`config.mk`:
```
export PLATFORM = sky130hd
export DESIGN_NAME = rd_rsp_route
export DESIGN_NICKNAME = d
export VERILOG_FILES = /design/src/rtl/connect_pkg.sv /design/src/rtl/rd_tag_fifo.sv /design/src/rtl/rd_rsp_route.sv
export SDC_FILE = /design/constraint.sdc
export NUM_CORES = 1
export LEC_CHECK = 0
export CAP_MARGIN = 20
export CORE_MARGIN = 3
export CORE_UTILIZATION = 34
export DETAILED_ROUTE_END_ITERATION = 10
export PLACE_DENSITY = 0.89
export SETUP_SLACK_MARGIN = 0.02
export SLEW_MARGIN = 20
export SYNTH_ARGS = -nofsm -noshare
export SYNTH_HDL_FRONTEND = slang
export SYNTH_SLANG_ARGS = --single-unit
```
`constraint.sdc`:
```
create_clock -name CLK_i -period 2.45 [get_ports CLK_i]
set_input_delay 0.3675 -clock CLK_i [delete_from_list [all_inputs] [get_ports CLK_i]]
set_output_delay 0.3675 -clock CLK_i [all_outputs]
set_load 0.03 [all_outputs]
```
`src/rtl/connect_pkg.sv`:
```
// Shared definitions for the read-response routing slice: default widths,
// the compression tag encoding and a saturating counter helper.
package connect_pkg;

    localparam int PARAM_DEF = 32;
    localparam int DEPTH_DEF = 8;

    // Per-burst routing tag: compressed bursts detour through AIDC.
    typedef enum logic {
        TAG_BYP = 1'b0,
        TAG_CMP = 1'b1
    } tag_e;

    localparam logic [15:0] STAT_MAX = 16'hFFFF;

    // 16-bit increment that sticks at all-ones instead of wrapping.
    function automatic logic [15:0] sat_inc16(input logic [15:0] value);
        logic [15:0] result;
        if (value == STAT_MAX) begin
            result = value;
        end else begin
            result = value + 16'd1;
        end
        return result;
    endfunction

endpackage

```
`src/rtl/rd_tag_fifo.sv`:
```
// Tag FIFO for outstanding read bursts. One write pointer (AR side) and two
// read pointers: the ingress pointer follows XHB R bursts, the egress pointer
// follows bursts delivered to the engine. Pointers carry an extra wrap bit.
module rd_tag_fifo
    import connect_pkg::*;
#(
    parameter int DEPTH = DEPTH_DEF
) (
    input  logic clk,
    input  logic rst,
    input  logic push,
    input  tag_e push_tag,
    input  logic in_pop,
    input  logic eg_pop,
    output logic full,
    output logic in_empty,
    output logic eg_empty,
    output logic in_eg_same,
    output tag_e in_tag,
    output tag_e eg_tag
);

    localparam int AW = $clog2(DEPTH);
    localparam logic [AW:0] PTR_ONE  = {{AW{1'b0}}, 1'b1};
    localparam logic [AW:0] PTR_ZERO = {(AW + 1){1'b0}};

    logic [AW:0] wp_r;
    logic [AW:0] irp_r;
    logic [AW:0] erp_r;
    tag_e        mem_r [DEPTH];

    // The egress pointer is the oldest live entry, so it bounds the free space.
    assign full       = (wp_r[AW] != erp_r[AW]) && (wp_r[AW-1:0] == erp_r[AW-1:0]);
    assign in_empty   = (irp_r == wp_r);
    assign eg_empty   = (erp_r == wp_r);
    assign in_eg_same = (irp_r == erp_r);
    assign in_tag     = mem_r[irp_r[AW-1:0]];
    assign eg_tag     = mem_r[erp_r[AW-1:0]];

    // Storage and pointer update; full is sampled before the push so a push
    // never lands in a slot that the same-cycle egress pop is freeing.
    always_ff @(posedge clk or posedge rst) begin
        if (rst) begin
            wp_r  <= PTR_ZERO;
            irp_r <= PTR_ZERO;
            erp_r <= PTR_ZERO;
            for (int i = 0; i < DEPTH; i++) begin
                mem_r[i] <= TAG_BYP;
            end
        end else begin
            if (push && !full) begin
                mem_r[wp_r[AW-1:0]] <= push_tag;
                wp_r                <= wp_r + PTR_ONE;
            end
            if (in_pop && !in_empty) begin
                irp_r <= irp_r + PTR_ONE;
            end
            if (eg_pop && !eg_empty) begin
                erp_r <= erp_r + PTR_ONE;
            end
        end
    end

endmodule

```
`src/rtl/rd_rsp_route.sv`:
```
// Read-response router between engine, XHB and the AIDC decompressor.
// Each AR records whether its burst is compressed; R beats are steered to
// AIDC or straight to the engine, and decompressed beats are merged back in
// AR order. All data paths are combinational; only pointers/counters are flops.
// Optional macro CONNECT_RD_STAT_EN enables the per-tag burst counters.
module rd_rsp_route
    import connect_pkg::*;
#(
    parameter int PARAM = PARAM_DEF,
    parameter int DEPTH = DEPTH_DEF
) (
    input  logic             CLK_i,
    input  logic             RST_i,
    input  logic             ENABLE_i,
    input  logic             ARVALID_i,
    input  logic             ARREADY_i,
    output logic             ARVALID_o,
    output logic             ARREADY_o,
    input  logic             RVALID_i,
    input  logic [PARAM-1:0] RDATA_i,
    input  logic             RLAST_i,
    output logic             RREADY_o,
    output logic             ERVALID_o,
    output logic [PARAM-1:0] ERDATA_o,
    output logic             ERLAST_o,
    input  logic             ERREADY_i,
    input  logic             CRVALID_i,
    input  logic [PARAM-1:0] CRDATA_i,
    input  logic             CRLAST_i,
    output logic             CRREADY_o,
    output logic             RVALID_o,
    output logic [PARAM-1:0] RDATA_o,
    output logic             RLAST_o,
    input  logic             RREADY_i,
    output logic [15:0]      STAT_CMP_o,
    output logic [15:0]      STAT_BYP_o
);

    logic full_s;
    logic in_empty_s;
    logic eg_empty_s;
    logic in_eg_same_s;
    tag_e in_tag_s;
    tag_e eg_tag_s;
    logic push_s;
    logic in_pop_s;
    logic eg_pop_s;

    logic arvalid_s;
    logic arready_s;
    logic rready_s;
    logic ervalid_s;
    logic crready_s;
    logic rvalid_s;

    rd_tag_fifo #(
        .DEPTH (DEPTH)
    ) u_tag_fifo (
        .clk        (CLK_i),
        .rst        (RST_i),
        .push       (push_s),
        .push_tag   (tag_e'(ENABLE_i)),
        .in_pop     (in_pop_s),
        .eg_pop     (eg_pop_s),
        .full       (full_s),
        .in_empty   (in_empty_s),
        .eg_empty   (eg_empty_s),
        .in_eg_same (in_eg_same_s),
        .in_tag     (in_tag_s),
        .eg_tag     (eg_tag_s)
    );

    // Payload is passed through unconditionally; only valid/ready are steered.
    assign ERDATA_o = RDATA_i;
    assign ERLAST_o = RLAST_i;
    assign RDATA_o  = (eg_tag_s == TAG_CMP) ? CRDATA_i : RDATA_i;
    assign RLAST_o  = (eg_tag_s == TAG_CMP) ? CRLAST_i : RLAST_i;

    // Handshake steering by ingress and egress head tags; everything is
    // forced idle while reset is asserted.
    always_comb begin
        arvalid_s = 1'b0;
        arready_s = 1'b0;
        rready_s  = 1'b0;
        ervalid_s = 1'b0;
        crready_s = 1'b0;
        rvalid_s  = 1'b0;
        if (RST_i) begin
            arvalid_s = 1'b0;
        end else begin
            arvalid_s = ARVALID_i & ~full_s;
            arready_s = ARREADY_i & ~full_s;

            // Ingress: XHB beats belong to the burst at IRP.
            if (!in_empty_s) begin
                case (in_tag_s)
                    TAG_CMP: begin
                        ervalid_s = RVALID_i;
                        rready_s  = ERREADY_i;
                    end
                    TAG_BYP: begin
                        // A bypass burst may only pass once every compressed
                        // burst ahead of it has been delivered.
                        if (in_eg_same_s) begin
                            rvalid_s = RVALID_i;
                            rready_s = RREADY_i;
                        end else begin
                            rready_s = 1'b0;
                        end
                    end
                    default: begin
                        rready_s = 1'b0;
                    end
                endcase
            end else begin
                rready_s = 1'b0;
            end

            // Egress: a compressed head burst is sourced from AIDC.
            if (!eg_empty_s && (eg_tag_s == TAG_CMP)) begin
                rvalid_s  = CRVALID_i;
                crready_s = RREADY_i;
            end else begin
                crready_s = 1'b0;
            end
        end
    end

    assign ARVALID_o = arvalid_s;
    assign ARREADY_o = arready_s;
    assign RREADY_o  = rready_s;
    assign ERVALID_o = ervalid_s;
    assign CRREADY_o = crready_s;
    assign RVALID_o  = rvalid_s;

    assign push_s   = arvalid_s & ARREADY_i;
    assign in_pop_s = RVALID_i & rready_s & RLAST_i;
    assign eg_pop_s = rvalid_s & RREADY_i & RLAST_o;

`ifdef CONNECT_RD_STAT_EN
    logic [15:0] stat_cmp_r;
    logic [15:0] stat_byp_r;

    // Count bursts as they complete toward the engine, split by tag.
    always_ff @(posedge CLK_i or posedge RST_i) begin
        if (RST_i) begin
            stat_cmp_r <= 16'h0000;
            stat_byp_r <= 16'h0000;
        end else if (eg_pop_s) begin
            if (eg_tag_s == TAG_CMP) begin
                stat_cmp_r <= sat_inc16(stat_cmp_r);
            end else begin
                stat_byp_r <= sat_inc16(stat_byp_r);
            end
        end
    end

    assign STAT_CMP_o = stat_cmp_r;
    assign STAT_BYP_o = stat_byp_r;
`else
    assign STAT_CMP_o = 16'h0000;
    assign STAT_BYP_o = 16'h0000;
`endif

endmodule

```
==> impl_results.md <==
- DP HPWL: 6.085 mm
- Max Used Layer: met4
- Finished Cell Area: 3575 um2
- Grt ovf: 0
- Count of pins over their slew limit: 0
- Required time worst endpoint: 2.08 ns
- Cell area after synthesis: 2246 um2
- GR Util All Layers: 17.48%
- Die footprint: 7617 um2
- Fillers: 529
- Synth warn: 0
- Worst clock skew: 0.001007 ns
- Worst reg2reg path depth: 8
- Core Region: 6166 um2
- Max-Cap Viols: 0
- Final hold violations: 0
- P&R area growth vs syn: 59.16%
- Post-Synth Adder-Cell Area: 1.671%
- Wire length per cell: 17.43 um
- Seq cells post-synth: 20
- Post-Route WL: 7.373 mm
- Cell Rows: 28
- Crit Path Class: reg -> out
- Arrival @ worst endpoint: 2.06 ns
- Final nets: 427
- Detail Route Antenna Nets: 0
- Multi-input logic area: 1301 um2
- First-pass GRT wire length: 10.55 mm
- Setup WS pre-CTS: -0.01981 ns
- Final total power: 4.512 mW
- VDD IR max: 0.7647 mV
- FF-to-FF End: u_tag_fifo.erp_r[1]
- Min-Delay Path Class: in -> async
- RSZ-0062 raised after global routing: true
- Placed Instance Area: 3477 um2
- CP startpoint: u_tag_fifo.erp_r[0]
- Vias in the first global route: 2050
- Type of destination of the critical path: primary output
- Antenna Cells: 0
- Xor and xnor fraction of the mapped netlist area: 8.189%
- Number of port buffers: 146
- Drt first pass iters: 4
- CTS root buf: clkbuf_8
- Setup ws final: 0.02672 ns
- Clk_lat worst skew: 0.25 ns
- Starting density of the core: 36.42%
- # clock sinks: 20
- Post-synthesis mux area share: 26.69%
- Simple-Gate Fraction of Synth Area: 12.76%
- CTS tree: yes
- Seq/Total Area, Yosys: 22.28%
- Worst reg-to-reg setup slack: 0.27 ns
- Final core utilization: 57.97%
- Finished Layout Cells: 423
- Synth Area in Compound Gates: 2.451%
- WHS: 0.4484 ns
- H-tree Lvls: 1
- Initial antenna violation count: 0
- Vias per cell: 4.612
- Status: finished clean
- Longest Clk Path Bufs: 2
- Register area: 505.5 um2
- DRC viols: 0
- Routed via count: 1951
- Crit-path max FO: 7
- CTS buffer count: 3
- Placed cell count: 413
- Clock-pin transition on the worst setup and hold timing paths: 0.07 ns
- Minimum clock period: 2.423 ns
- Final setup violation count: 0
- Layout cells sized above 1: 31.61%
- DR WL met3: 540 um
- Mapped Cells: 228
- Count of cell types in the netlist: 37
- DR iter-0 viols: 18
- Syn Area/Cell: 9.850 um2
- Final RePlAce weighted congestion: 0.8058
- Die Span Y: 87.28 um
- Die Width: 87.28 um
- Met1 WL: 2.633 mm
- Tcrit/Tclk final: 98.91%
- Combinational family with the most area after synthesis: multiplexers
- Setup TNS: 0 ns
- Leak: 1.589 nW
- Commonest non-fill, non-tap cell in the layout: clkdlybuf4s50_1
- R2R Path Start: u_tag_fifo.erp_r[0]
- I/O pins: 179
- F_max: 0.4127 GHz
- Pwr dens: 1262 nW/um2
- Crit start category: register
- Largest net degree at the start of global routing: 17
- WL met2: 4.095 mm
- Commonest non-fill, non-tap cells in the layout: clkdlybuf4s50_1, conb_1, mux2_2
## power by group
group | internal (mW) | switching, mW | leakage, nW
clock | 0.218 | 0.109 | 0.0357
combinational | 1.72 | 1.85 | 1.30
sequential | 0.465 | 0.154 | 0.253
total | 2.40 | 2.11 | 1.59
## worst max-delay path, cell delays in order (launching register included)
cell      delay [ns]
dfrtp_2         0.43
buf_12          0.14
mux2i_1         0.14
nand3b_1        0.13
nand4_4         0.16
buf_4           0.18
buf_4           0.12
mux2_2          0.32
buf_4           0.17
## area by class of cell
class	count	share of cell area [%]
sequential	20	14.14
clock inverter	1	0.8400
inverter	3	0.3150
clock buffer	3	1.155
tap	75	2.625
multi-input combinational	158	36.40
timing repair buffer	163	44.52
## cells by family after synthesis
family	Yosys count
multiplexers	50
AO/OA/AOI/OAI	6
buffers and inverters	81
adder cells (fa/ha/maj)	3
XOR/XNOR	21
AND/OR/NAND/NOR	46
flip-flops	20
other	1
## Yosys cell counts
master	count	area [um2]
a21boi_0	1	7.510
a21oi_1	1	5.000
a21oi_4	1	16.27
a41oi_1	2	17.52
and2_1	2	12.51
and3_1	3	18.77
and3_4	1	11.26
buf_2	10	50.05
buf_4	66	495.5
buf_6	2	22.52
conb_1	1	3.750
dfrtp_1	20	500.5
ha_1	3	37.54
inv_1	3	11.26
mux2_1	5	56.30
mux2_2	36	405.4
mux2_4	2	30.03
mux2i_1	4	40.04
mux2i_4	1	22.52
mux4_2	2	45.04
nand2_1	11	41.29
nand2b_1	2	12.51
nand3_1	3	15.01
nand3_2	1	10.01
nand3b_1	2	15.01
nand4_1	5	31.28
nand4_2	1	12.51
nand4_4	1	21.27
nand4b_1	1	8.760
nor2_1	6	22.52
nor3_1	4	20.02
nor4_1	1	6.260
nor4_4	1	21.27
o21ai_2	1	8.760
or2_2	1	6.260
xnor2_1	13	113.9
xor2_1	8	70.07
## layer usage
layer | up-vias | global-route usage, %
li1 | 918 | -
met4 | 0 | 3.487
met5 | - | 0
met1 | 930 | 19.46
met2 | 95 | 33.84
met3 | 8 | 3.500
## how the worst max path moves through the flow
stage                  end  depth (start not counted)  slack, ns
2_1_floorplan     RREADY_o                          5       0.03
3_3_place_gp    RDATA_o[7]                          5       0.02
3_5_place_dp   RDATA_o[20]                          5      -0.02
4_1_cts        RDATA_o[22]                          8      -0.04
5_1_grt        RDATA_o[27]                          8      -0.06
6_report       RDATA_o[27]                          8       0.03
## flip-flops by register name (all words and copies together) (netlist names)
name,flops
u_tag_fifo.erp_r,4
u_tag_fifo.wp_r,4
u_tag_fifo.irp_r,4
u_tag_fifo.mem_r,8
## repair_timing
action	CTS	global route
gates resized for setup	50	34
pin swaps	1	1
setup buffers	7	0
endpoints found under the setup margin	36	34
hold buffers	0	0
Power figures use the tool's default switching activity.
